[src/rtl/rv_mem_arb_pkg.sv]
// Shared types for the unified-memory arbiter of the multicycle RISC-V.
// Holds the arbiter state encoding, owner codes and a one-hot owner helper.
package rv_mem_arb_pkg;

  typedef enum logic [1:0] {
    ARB_IDLE = 2'd0,
    ARB_BUSY = 2'd1,
    ARB_DONE = 2'd2
  } arb_state_t;

  localparam logic OWN_CORE = 1'b0;
  localparam logic OWN_LDR  = 1'b1;

  // One-hot done vector for a given owner ([0]=core, [1]=loader).
  function automatic logic [1:0] owner_onehot(input logic owner);
    return owner ? 2'b10 : 2'b01;
  endfunction

endpackage

[src/rtl/rv_rr_pick.sv]
// Combinational 2-way requester picker.
// Macro MEM_ARB_RR_EN: when defined, contention (2'b11) goes to the requester
// that did not win last time; when undefined, the core always wins.
module rv_rr_pick
  import rv_mem_arb_pkg::*;
(
  input  logic [1:0] i_req,
  input  logic       i_last,
  output logic       o_owner,
  output logic       o_valid
);

`ifndef MEM_ARB_RR_EN
  // Fixed priority ignores the history bit.
  logic w_unused_last;
  assign w_unused_last = i_last;
`endif

  // Pick an owner from the live request vector.
  always_comb begin
    o_valid = |i_req;
    o_owner = OWN_CORE;
    if (i_req == 2'b10) begin
      o_owner = OWN_LDR;
    end else if (i_req == 2'b11) begin
`ifdef MEM_ARB_RR_EN
      o_owner = ~i_last;
`else
      o_owner = OWN_CORE;
`endif
    end
  end

endmodule

[src/rtl/rv_mem_arb.sv]
// Two-requester arbiter/sequencer sharing one fixed-latency memory port
// between the core (requester 0) and the loader/DMA (requester 1).
// Macro MEM_ARB_RR_EN selects round-robin arbitration (see rv_rr_pick).
// Handshake: a requester raises req and holds it (with stable intent) until
// it samples its done bit high; only the we/addr/wdata present in the IDLE
// cycle where the grant happens are used, later changes are ignored.
module rv_mem_arb
  import rv_mem_arb_pkg::*;
#(
  parameter int LAT = 2,
  parameter int AW  = 32,
  parameter int DW  = 32
) (
  input  logic          i_clk,
  input  logic          i_rst,
  input  logic [1:0]    i_req,
  input  logic [1:0]    i_we,
  input  logic [AW-1:0] i_addr0,
  input  logic [AW-1:0] i_addr1,
  input  logic [DW-1:0] i_wdata0,
  input  logic [DW-1:0] i_wdata1,
  output logic [1:0]    o_done,
  output logic [DW-1:0] o_rdata,
  output logic          o_busy,
  output logic          o_mem_req,
  output logic          o_mem_we,
  output logic [AW-1:0] o_mem_addr,
  output logic [DW-1:0] o_mem_wdata,
  input  logic [DW-1:0] i_mem_rdata,
  output arb_state_t    o_state
);

  localparam int CW = (LAT > 1) ? $clog2(LAT) : 1;

  arb_state_t    r_state;
  logic [CW-1:0] r_cnt;
  logic          r_owner;
  logic          r_last;
  logic          r_we;
  logic [AW-1:0] r_addr;
  logic [DW-1:0] r_wdata;
  logic [DW-1:0] r_rdata;

  logic          w_owner;
  logic          w_valid;
  logic [AW-1:0] w_sel_addr;

  rv_rr_pick u_pick (
    .i_req   (i_req),
    .i_last  (r_last),
    .o_owner (w_owner),
    .o_valid (w_valid)
  );

  assign w_sel_addr = w_owner ? i_addr1 : i_addr0;

  // Arbiter FSM: latch the winner in IDLE, count LAT busy cycles, pulse done.
  always_ff @(posedge i_clk or posedge i_rst) begin
    if (i_rst) begin
      r_state <= ARB_IDLE;
      r_cnt   <= '0;
      r_owner <= OWN_CORE;
      r_last  <= OWN_LDR;
      r_we    <= 1'b0;
      r_addr  <= '0;
      r_wdata <= '0;
      r_rdata <= '0;
    end else begin
      case (r_state)
        ARB_IDLE: begin
          if (w_valid) begin
            r_owner <= w_owner;
            r_we    <= w_owner ? i_we[1] : i_we[0];
            r_addr  <= {w_sel_addr[AW-1:2], 2'b00};
            r_wdata <= w_owner ? i_wdata1 : i_wdata0;
            r_cnt   <= CW'(LAT - 1);
            r_state <= ARB_BUSY;
          end
        end
        ARB_BUSY: begin
          if (r_cnt == '0) begin
            r_rdata <= i_mem_rdata;
            r_state <= ARB_DONE;
          end else begin
            r_cnt <= r_cnt - 1'b1;
          end
        end
        ARB_DONE: begin
          r_last  <= r_owner;
          r_state <= ARB_IDLE;
        end
        default: r_state <= ARB_IDLE;
      endcase
    end
  end

  assign o_mem_req   = (r_state == ARB_BUSY);
  assign o_mem_we    = (r_state == ARB_BUSY) & r_we;
  assign o_mem_addr  = r_addr;
  assign o_mem_wdata = r_wdata;
  assign o_busy      = (r_state != ARB_IDLE);
  assign o_done      = (r_state == ARB_DONE) ? owner_onehot(r_owner) : 2'b00;
  assign o_rdata     = r_rdata;
  assign o_state     = r_state;

endmodule

[config.mk]
export PLATFORM = sky130hd
export DESIGN_NAME = rv_mem_arb
export DESIGN_NICKNAME = d
export VERILOG_FILES = /design/src/rtl/rv_mem_arb_pkg.sv /design/src/rtl/rv_rr_pick.sv /design/src/rtl/rv_mem_arb.sv
export SDC_FILE = /design/constraint.sdc
export NUM_CORES = 1
export LEC_CHECK = 0
export CORE_MARGIN = 1.5
export CORE_UTILIZATION = 43
export DETAILED_ROUTE_END_ITERATION = 8
export PLACE_DENSITY_LB_ADDON = 0.2
export SYNTH_ARGS = -nofsm -noshare
export SYNTH_HDL_FRONTEND = slang
export SYNTH_SLANG_ARGS = --single-unit
[constraint.sdc]
create_clock -name i_clk -period 8.24 [get_ports i_clk]
set_input_delay 1.648 -clock i_clk [delete_from_list [all_inputs] [get_ports i_clk]]
set_output_delay 1.648 -clock i_clk [all_outputs]
set_load 0.05 [all_outputs]
Word-level counts from Yosys, hierarchy flattened
Index checks and enable logic that the tools add are counted.

Add/subtract/negate cells: 1. Eq/ne operators: 5. Muxes and demuxes: 12. Bitwise operators: 2. Reductions and logical operators: 8.

Operator list (count): $mux 32 (2); $mux 2 (4); $reduce_and 2->1 (4); $eq 2x2->1 const B (2); $mux 1 (4); $pmux 2 s2 (1); $reduce_bool 2->1 (2); $eq 2x1->1 const B (1); $logic_not 2->1 (1); $ne 2x1->1 const B (1); $ne 2x2->1 const B (1); $pmux 1 s2 (1); $reduce_or 2->1 (1); $and 1x1->1 (1); $not 1->1 (1); $sub 1x1->1 const B (1).

Bits in registers: 99. Logic and storage cells: 35.

Logic depth before layout (Yosys ltp)
Gate-level depths: netlist of the first run.

Depth in word-level cells: 3. Mapped depth: 5.

Cells and area by module
A second synthesis of the first run with hierarchy kept.

Cells, all modules: 294. Area total of the unflattened synthesis: 4555.6 um^2.

By module, submodules not included: rv_mem_arb (instances 1, cells each 292, area each 4543.1 um^2, sequential area each 2503.7 um^2); rv_rr_pick (instances 1, cells each 2, area each 12.5 um^2, sequential area each 0.0 um^2).

Worst setup path after synthesis of the first run
Ideal clock, no wire load.

Kind: register to output. From: register r_state[1] (netlist: o_state[1]). To: output port o_done[0]. Arrival time: 1.880 ns. Data required time: 6.592 ns. Setup slack: 4.712 ns. Cell stages (with the launch flop): 2. Cells stage by stage: dfrtp_1 nor3b_1.

Word-level cells in the longest chain between the ends: 2.

RTL lines: from (decl) (RTL line rv_mem_arb.sv:35) `arb_state_t r_state;`; from (signal assigned) (RTL line rv_mem_arb.sv:60) `r_state <= ARB_IDLE;`; from (signal assigned) (RTL line rv_mem_arb.sv:77) `r_state <= ARB_BUSY;`; from (signal assigned) (RTL line rv_mem_arb.sv:83) `r_state <= ARB_DONE;`; $eq 2x2->1; $mux 2 (RTL line rv_mem_arb.sv:102) `assign o_done = (r_state == ARB_DONE) ? owner_onehot(r_owner) : 2'b00;`; to (decl) (RTL line rv_mem_arb.sv:22) `output logic [1:0] o_done,`.

No other way between the ends.

Worst setup path after layout of the first run
From: input port i_req[1]. To: register r_addr[11] (netlist: o_mem_addr[11]).

Word-level cells in the longest chain between the ends: 3. Elaborated cells on any way between the ends: 5. Classes of those cells: eq/ne (1); mux (2); reduce/logical (2).

RTL lines: from (decl) (RTL line rv_mem_arb.sv:16) `input logic [1:0] i_req,`; $eq 2x2->1 (RTL line rv_rr_pick.sv:23) `if (i_req == 2'b10) begin`; $mux 1 (RTL line rv_rr_pick.sv:23); $mux 32 (RTL line rv_mem_arb.sv:55) `assign w_sel_addr = w_owner ? i_addr1 : i_addr0;`; to (signal assigned) (RTL line rv_mem_arb.sv:74) `r_addr <= {w_sel_addr[AW-1:2], 2'b00};`; to (decl) (RTL line rv_mem_arb.sv:40) `logic [AW-1:0] r_addr;`.

Several ways; a longest one is shown, not always the timed one. A chain may end at the register's enable or synchronous reset.

==> results of run 1 <==
==> stage by stage <==
stage,hold slack (ns),util
after CTS,0.509,0.695
after detailed placement,0.492,0.668
final,0.507,0.695
after global placement,0.487,0.668
after global routing,0.524,0.695
after floorplan,0.473,-
==> worst max-delay path: stages <==
cell,delay (ns)
clkdlybuf4s50_1,0.52
nor2b_4,1.00
buf_4,0.68
mux2_2,0.41
mux2_2,0.26
==> synth_stat cells, drive strengths merged <==
master / n / share of area
and2: 1 / 0.0012
inv: 3 / 0.0022
conb: 1 / 0.00074
nor3b: 1 / 0.0015
a21o: 2 / 0.0030
buf: 19 / 0.049
a21oi: 2 / 0.0020
and3b: 1 / 0.0017
mux2: 158 / 0.44
nand2b: 1 / 0.0012
nor2: 2 / 0.0025
o21a: 1 / 0.0017
nor2b: 1 / 0.0027
dfrtp: 99 / 0.49
==> cell families (layout without fill, tap and decap cells) <==
logic type / count (synthesis) / in the layout
AO/OA/AOI/OAI: 5 / 5
AND/OR/NAND/NOR: 7 / 7
flip-flops: 99 / 99
multiplexers: 158 / 158
other: 1 / 2
buffers and inverters: 22 / 285
==> layer usage <==
layer,vias up,track usage
met2,156,0.356
met1,1664,0.231
met3,24,0.0506
li1,1553,-
met5,-,0
met4,0,0.0886
==> worst min path at each step <==
stage	endpoint	slack [ns]	cells past startpoint
CTS	o_rdata[23]	0.51	1
floorplan	r_we	0.47	1
detailed placement	o_mem_wdata[16]	0.49	1
global placement	o_rdata[21]	0.49	1
global route	o_mem_wdata[20]	0.52	1
finish	o_rdata[6]	0.51	1
==> power by group <==
| group | switching (mW) | internal, mW | leakage (nW) |
|---|---|---|---|
| Clock | 0.184 | 0.247 | 0.150 |
| Combinational | 1.29 | 0.942 | 2.16 |
| Sequential | 0.142 | 0.742 | 1.16 |
| Total | 1.62 | 1.93 | 3.48 |
==> flip-flops by register name, summed over array words and instances, names as in the netlist <==
| signal | count |
|---|---|
| r_we | 1 |
| o_state | 2 |
| r_cnt | 1 |
| r_owner | 1 |
| o_rdata | 32 |
| o_mem_addr | 30 |
| o_mem_wdata | 32 |
==> final cells by class <==
| type | instances | share of cell area |
|---|---|---|
| Sequential cell | 99 | 0.311 |
| Inverter | 3 | 0.00173 |
| Clock buffer | 10 | 0.0300 |
| Tap cell | 143 | 0.0225 |
| Clock inverter | 6 | 0.00911 |
| Timing Repair Buffer | 266 | 0.333 |
| Multi-Input combinational cell | 172 | 0.293 |
==> metrics.txt, run 1 <==
XOR/XNOR share of the synthesized area=0; Vias=3,397; routability cong.=0.774; I/O pin count=roughly 270; fin. max-slew vios=0; critical path type=input port to flop; Port-buffer cells=262; Post-Synth Simple-Gate Area=0.0109; Avg WL per Cell=between 15 and 20 µm; CTS buffer count=9; share of layout cells above drive strength 1=0.329; Synth Area in Compound Gates=0.00668; clk sinks=99; reg2reg end=o_mem_addr[12]; Worst R2R Start=o_state[0]; Post-CTS Setup Bufs=0; Post-Layout Cell Count=699; Max Cap Viol=0; clock tree buffer depth=2; Critical Path RT=8.46 ns; setup ws final=3.91 ns; cells after synthesis=slightly below 300; final setup fails=0; Antenna Nets Post-Route=0; Final min period=4.33 ns; Peak VDD IR=0.000291 V; skew final=0.0103 ns; area grow syn2layout=57.5%; WP data arrival=roughly 4.6 ns; GRT overflow=0; drt via density=about 5; initial antenna violation count=0; adder-cell share of the synthesized area=0; Worst Path Max Fanout=34; pwr/cell area=446 mW/mm²; FMAX=231 MHz; Die Ht=111 µm; Reg area=0.00248 mm²; HP Start=o_rdata[6]; slew margin rel.=0.177; WL met1=between 4000 and 5000 µm; most frequent cells in the layout=262 x clkdlybuf4s50_1, 120 x mux2_4, 99 x dfrtp_1; Met2 Wirelength=6240 µm; area of the multi-input gates=0.00233 mm²; Power Total=3.55 mW; Non-Filler Cell Area, Final=~0.0080 mm²; Crit. Startpoint=i_req[1]; fin nets=717; 1st-iter DRT viols=107; placed instance count=683; Placed Area=roughly 0.0077 mm²; DR pass1 iterations=4; root cell of the clock tree=clkbuf_16; status=finished, final reports clean; FP Rows=39; DP Worst Slack=3.51 ns; total die area=0.0124 mm²; top routing layer used=met4; mux cell area share after synthesis=0.441; average cell area after synthesis=17.3 µm²; H-tree depth=3; Remaining DRCs=0; largest family of logic cells by synthesized area=multiplexers; Seq cells post-synth=99; post-DP HPWL=8960 µm; FF-to-FF setup slack=5.93 ns; wire length on met3=869 µm; Clock Pin Slew Worst Setup and Hold Paths=around 0.070 ns; core area=0.0115 mm²; Starting Density=0.441; largest net degree at the start of global routing=75; first-pass GRT wire length=19,700 µm; Tightest Pin Transition=1.23 ns; Clk Latency, worst-skew pair=0.34 ns; sequential cell area fraction in the yosys report=0.490; Pleak=3.48 nW; Tcrit/Tclk final=0.525; TNS Setup=0 ns; CTS tree=built; Cell Area, Synth=0.00506 mm²; gr usage total=0.201; cts hold-fix bufs=0; # resized after CTS=0; total wire length=12,200 µm; Worst setup EP type=flop; worst hold-check path type=flop to flop; RSZ-0062 raised after global routing=false; worst r2r path cells=4; Die X=111 µm; number of fill cells=845; type of origin of the critical path=input port; number of diodes=0; Worst Setup EP=o_mem_addr[11]; Yosys Warn Count=0; count of cell types in the netlist=18; Fin. Hold Viols=0; number of global-route vias before repair=3,679; leading cell type in the layout, fill and taps excluded=clkdlybuf4s50_1
No activity file was read; power rests on OpenSTA's default activity.
==> run 2: changes to the inputs <==
CORE_UTILIZATION = 40   (was 43)
clock period = 4.36 ns   (was 8.24 ns; I/O delays follow)
==> run 2 against run 1 <==
Net effect:
- final area rose by 0.79%
- utilization fell by 3.5 points
- global-route usage fell by 1.9 points
- clock power rose by 77%
- combinational power rose by 89%
- register-to-register slack got worse by 3.5 ns
- cell count rose by 4.1%
- die area rose by 7.3%
- first-iteration DRC count did not move
- clock-buffer cell count did not move
- power rose by 87%
- critical endpoint is now o_mem_we
- highest routed layer unchanged
==> metrics.txt, run 2 (synthesized netlist as in run 1, its figures left out) <==
Port-buffer cells=262 (unchanged); GRT overflow=0 (unchanged); # resized after CTS=0 (unchanged); final core utilization=0.660 (was 0.695); post-DP HPWL=9330 µm (was 8960 µm); RSZ-0062 raised after global routing=false (unchanged); first-pass GRT wire length=18,500 µm (was 19,700 µm); Die X=115 µm (was 111 µm); Cell Chain, Critical Path=nand2b_1 -> inv_1 -> and2_1 -> clkdlybuf4s50_1 (was clkdlybuf4s50_1 -> nor2b_4 -> buf_4 -> mux2_2 -> mux2_2); Pleak=3.49 nW (was 3.48 nW); Tcrit/Tclk final=0.656; slew margin rel.=0.488 (was 0.177); Reg area=0.00248 mm² (unchanged); total wire length=12,200 µm (about the same); area grow syn2layout=58.8% (was 57.5%); fin nets=721 (was 717); Avg WL per Cell=16.8 µm (was 17.5 µm); Slowest-stage cell, CP=clkdlybuf4s50_1 (was nor2b_4); clock tree buffer depth=2 (unchanged); FMAX=349 MHz; Final min period=2.86 ns; I/O pin count=269 (unchanged); TNS Setup=0 ns (unchanged); CTS tree=built (unchanged); setup ws final=1.50 ns (was 3.91 ns); area of the multi-input gates=0.00233 mm² (unchanged); H-tree depth=3 (unchanged); WP data arrival=1.99 ns (was 4.55 ns); Fin. Hold Viols=0 (unchanged); final setup fails=0 (unchanged); largest stage delay on the critical path=0.82 ns (was 1.00 ns); Clock Pin Slew Worst Setup and Hold Paths=0.07 ns (about the same); skew final=0.00757 ns (was 0.0103 ns); number of fill cells=926 (was 845); share of layout cells above drive strength 1=0.334 (was 0.329); Vias=3,371 (was 3,397); Peak VDD IR=0.000400 V (was 0.000291 V); core area=0.0122 mm² (was 0.0115 mm²); Max Cap Viol=0 (unchanged); Tightest Pin Transition=0.766 ns (was 1.23 ns); Post-Layout Cell Count=728 (was 699); Non-Filler Cell Area, Final=0.00803 mm² (was 0.00797 mm²); critical path type=flop to output port (was input port to flop); Die Ht=115 µm (was 111 µm); worst hold-check path type=flop to flop (unchanged); number of diodes=0 (unchanged); Critical Path RT=3.49 ns (was 8.46 ns); drt via density=4.63 (was 4.86); Placed Area=0.00774 mm² (was 0.00765 mm²); leading cell type in the layout, fill and taps excluded=clkdlybuf4s50_1 (unchanged); Starting Density=0.416 (was 0.441); cts hold-fix bufs=0 (unchanged); pwr/cell area=829 mW/mm² (was 446 mW/mm²); 1st-iter DRT viols=107 (unchanged); DP Worst Slack=1.22 ns (was 3.51 ns); initial antenna violation count=0 (unchanged); Antenna Nets Post-Route=0 (unchanged); status=finished, final reports clean (unchanged); Min Hold Slack=0.506 ns (was 0.507 ns); root cell of the clock tree=clkbuf_16 (unchanged); total die area=0.0133 mm² (was 0.0124 mm²); gr usage total=0.183 (was 0.201); Remaining DRCs=0 (unchanged); number of global-route vias before repair=3,664 (was 3,679); FP Rows=40 (was 39); type of origin of the critical path=flop (was input port); CTS buffer count=9 (unchanged); Worst Path Max Fanout=5 (was 34); Power Total=6.65 mW (was 3.55 mW); Worst setup EP type=output port (was flop); largest net degree at the start of global routing=39 (was 75); most frequent cells in the layout=262 x clkdlybuf4s50_1, 120 x mux2_4, 99 x dfrtp_1 (unchanged); DR pass1 iterations=4 (unchanged); Post-CTS Setup Bufs=0 (unchanged); clk sinks=99 (unchanged); fin. max-slew vios=0 (unchanged); routability cong.=0.707 (was 0.774); placed instance count=712 (was 683); Clk Latency, worst-skew pair=0.33 ns (was 0.34 ns)
## run 2: changes by cell type in the layout (fill, tap and decap cells not counted), sizes merged
cell      change
buf           +4
clkinvlp      +2
bufinv        -1
clkinv        -1
## run 2: final cells by class
| type | count | share of cell area |
|---|---|---|
| repair buffers | 270 | 0.337 |
| multi-input cells | 172 | 0.290 |
| flip-flops and latches | 99 | 0.309 |
| clock inverters | 6 | 0.00608 |
| well taps | 168 | 0.0262 |
| clock buffers | 10 | 0.0298 |
| inverters | 3 | 0.00171 |
## run 2: critical path, delay by kind of cell (launching register included)
kind | cells | cell delay (ns)
buffers and inverters | 2 | 0.92
and+or+nand+nor | 2 | 0.32
DFF | 1 | 0.42
## run 2: final timing paths
kind / slack (ns) / startpoint / cells past startpoint / to
worst max-delay path: 1.50 / o_state[1] / 4 / o_mem_we
worst min-delay path: 0.51 / o_rdata[23] / 1 / o_rdata[23]
worst max register to register: 2.40 / o_state[0] / 4 / o_mem_wdata[20]
worst min register to register: 0.51 / o_rdata[23] / 1 / o_rdata[23]
max in group asynchronous: 2.60 / i_rst / 3 / o_rdata[19]
min in group asynchronous: 0.90 / i_rst / 2 / o_mem_addr[11]
## run 2: where the power goes
| part | leakage, nW | total, mW | switching [mW] | internal, mW |
|---|---|---|---|---|
| logic | 2.19 | 4.23 | 2.45 | 1.78 |
| registers | 1.16 | 1.66 | 0.262 | 1.40 |
| clock network | 0.132 | 0.762 | 0.354 | 0.408 |
## run 2: metal layers
layer	share of wire	vias up	track usage	wire length, µm
li1	-	1560	-	-
met1	0.37	1643	0.197	4560
met2	0.53	146	0.342	6460
met3	0.071	22	0.0424	862
met4	0.026	0	0.0782	317
met5	0	-	0	0
==> run 3: changes to the inputs <==
clock period = 2.9 ns   (was 4.36 ns; I/O delays follow)
==> run 3 against run 2 <==
Net effect:
- global-route usage hardly changed
- sequential share of layout area decreased by 0.30 points
- critical path type unchanged
- via count shrank 0.74%
- final area is 0.98% higher
==> metrics.txt, run 3 (synthesized netlist as in run 1, its figures left out) <==
area grow syn2layout=60.3% (was 58.8%); Post-Layout Cell Count=728 (unchanged); Vias=3,346 (was 3,371); largest stage delay on the critical path=0.82 ns (about the same); Tcrit/Tclk final=0.897; DP Worst Slack=0.369 ns (was 1.22 ns); Die Ht=115 µm (unchanged); 1st-iter DRT viols=87 (was 107); CTS tree=built (unchanged); WP data arrival=2.02 ns (was 1.99 ns); Placed Area=0.00778 mm² (was 0.00774 mm²); share of layout cells above drive strength 1=0.334 (unchanged); Peak VDD IR=0.000587 V (was 0.000400 V); worst hold-check path type=flop to flop (unchanged); fin. max-slew vios=0 (unchanged); Antenna Nets Post-Route=0 (unchanged); DR pass1 iterations=4 (unchanged); first-pass GRT wire length=18,500 µm (about the same); Pleak=3.52 nW (was 3.49 nW); FP Rows=40 (unchanged); # resized after CTS=0 (unchanged); clock tree buffer depth=2 (unchanged); critical path type=flop to output port (unchanged); reg2reg end=o_mem_addr[11] (was o_mem_wdata[20]); Remaining DRCs=0 (unchanged); clk sinks=99 (unchanged); number of global-route vias before repair=3,617 (was 3,664); FMAX=about 380 MHz; initial antenna violation count=0 (unchanged); fin nets=721 (unchanged); Worst setup EP type=output port (unchanged); Critical Path RT=2.32 ns (was 3.49 ns); Crit. Startpoint=o_state[1] (unchanged); Slowest-stage cell, CP=clkdlybuf4s50_1 (unchanged); Worst Setup EP=o_mem_we (unchanged); drt via density=4.60 (was 4.63); final setup fails=0 (unchanged); gr usage total=0.183 (about the same); Clk Latency, worst-skew pair=0.34 ns (was 0.33 ns); Power Total=10.2 mW (was 6.65 mW); skew final=0.00837 ns (was 0.00757 ns); worst r2r path cells=4 (unchanged); routability cong.=0.754 (was 0.707); placed instance count=712 (unchanged); total wire length=12,200 µm (about the same); largest net degree at the start of global routing=53 (was 39); CTS buffer count=9 (unchanged); TNS Setup=0 ns (unchanged); core area=0.0122 mm² (unchanged); total die area=0.0133 mm² (unchanged); Cell Chain, Critical Path=nand2b_1 -> inv_1 -> and2_1 -> clkdlybuf4s50_1 (unchanged); Die X=115 µm (unchanged); Worst Path Max Fanout=5 (unchanged); post-DP HPWL=9420 µm (was 9330 µm); Starting Density=0.416 (unchanged); FF-to-FF setup slack=1.20 ns (was 2.40 ns); Tightest Pin Transition=0.548 ns (was 0.766 ns); Clock Pin Slew Worst Setup and Hold Paths=0.07 ns (about the same); Fin. Hold Viols=0 (unchanged); status=finished, final reports clean (unchanged); Post-CTS Setup Bufs=0 (unchanged); H-tree depth=3 (unchanged); Avg WL per Cell=16.8 µm (about the same); I/O pin count=269 (unchanged); number of diodes=0 (unchanged); root cell of the clock tree=clkbuf_16 (unchanged); cts hold-fix bufs=0 (unchanged); Port-buffer cells=262 (unchanged); most frequent cells in the layout=262 x clkdlybuf4s50_1, 120 x mux2_4, 99 x dfrtp_1 (unchanged); slew margin rel.=0.634 (was 0.488); Final min period=roughly 2.6 ns; type of origin of the critical path=flop (unchanged); leading cell type in the layout, fill and taps excluded=clkdlybuf4s50_1 (unchanged); Worst R2R Start=o_state[0] (unchanged); GRT overflow=0 (unchanged); RSZ-0062 raised after global routing=false (unchanged); setup ws final=0.300 ns (was 1.50 ns); Max Cap Viol=0 (unchanged); pwr/cell area=1250 mW/mm² (was 829 mW/mm²); Non-Filler Cell Area, Final=0.00811 mm² (was 0.00803 mm²)
## run 3: final cells by class
cell class | count | area (µm²)
tap | 168 | 210
fill | 920 | 4050
timing repair buffer | 270 | 2750
multi-input combinational | 172 | 2330
inverter | 3 | 15.0
sequential | 99 | 2480
clock buffer | 10 | 239
clock inverter | 6 | 88.8
## run 3: critical path: cells and delay by family, from the launching register on
kind | cells | cell delay (ns)
buffers and inverters | 2 | 0.93
flip-flops | 1 | 0.41
AND/OR/NAND/NOR | 2 | 0.35
## run 3: worst min-delay path by stage
stage,start,to,slack [ns],cells past startpoint
global route,o_rdata[7],o_rdata[7],0.52,1
global placement,o_rdata[16],o_rdata[16],0.49,1
CTS,o_rdata[7],o_rdata[7],0.51,1
detailed placement,o_mem_addr[15],o_mem_addr[15],0.49,1
floorplan,r_we,r_we,0.47,1
finish,o_mem_addr[18],o_mem_addr[18],0.51,1
## run 3: metrics by stage
stage,utilization,hold slack [ns]
detailed placement,0.640,0.491
global route,0.667,0.516
finish,0.667,0.507
global placement,0.640,0.488
CTS,0.667,0.510
floorplan,-,0.473
## run 3: power breakdown
group / switching, mW / leakage, nW / internal, mW
registers: 0.397 / 1.16 / 2.11
clock network: 0.502 / 0.155 / 0.779
logic: 3.67 / 2.20 / 2.71
total: 4.57 / 3.52 / 5.60
## run 3: metal layers
metal  part of all wire  vias up  track usage
met1               0.38     1619        0.202
met4              0.023        0       0.0757
li1                   -     1559            -
met2               0.53      149        0.332
met5                  0        -            0
met3              0.073       19       0.0502
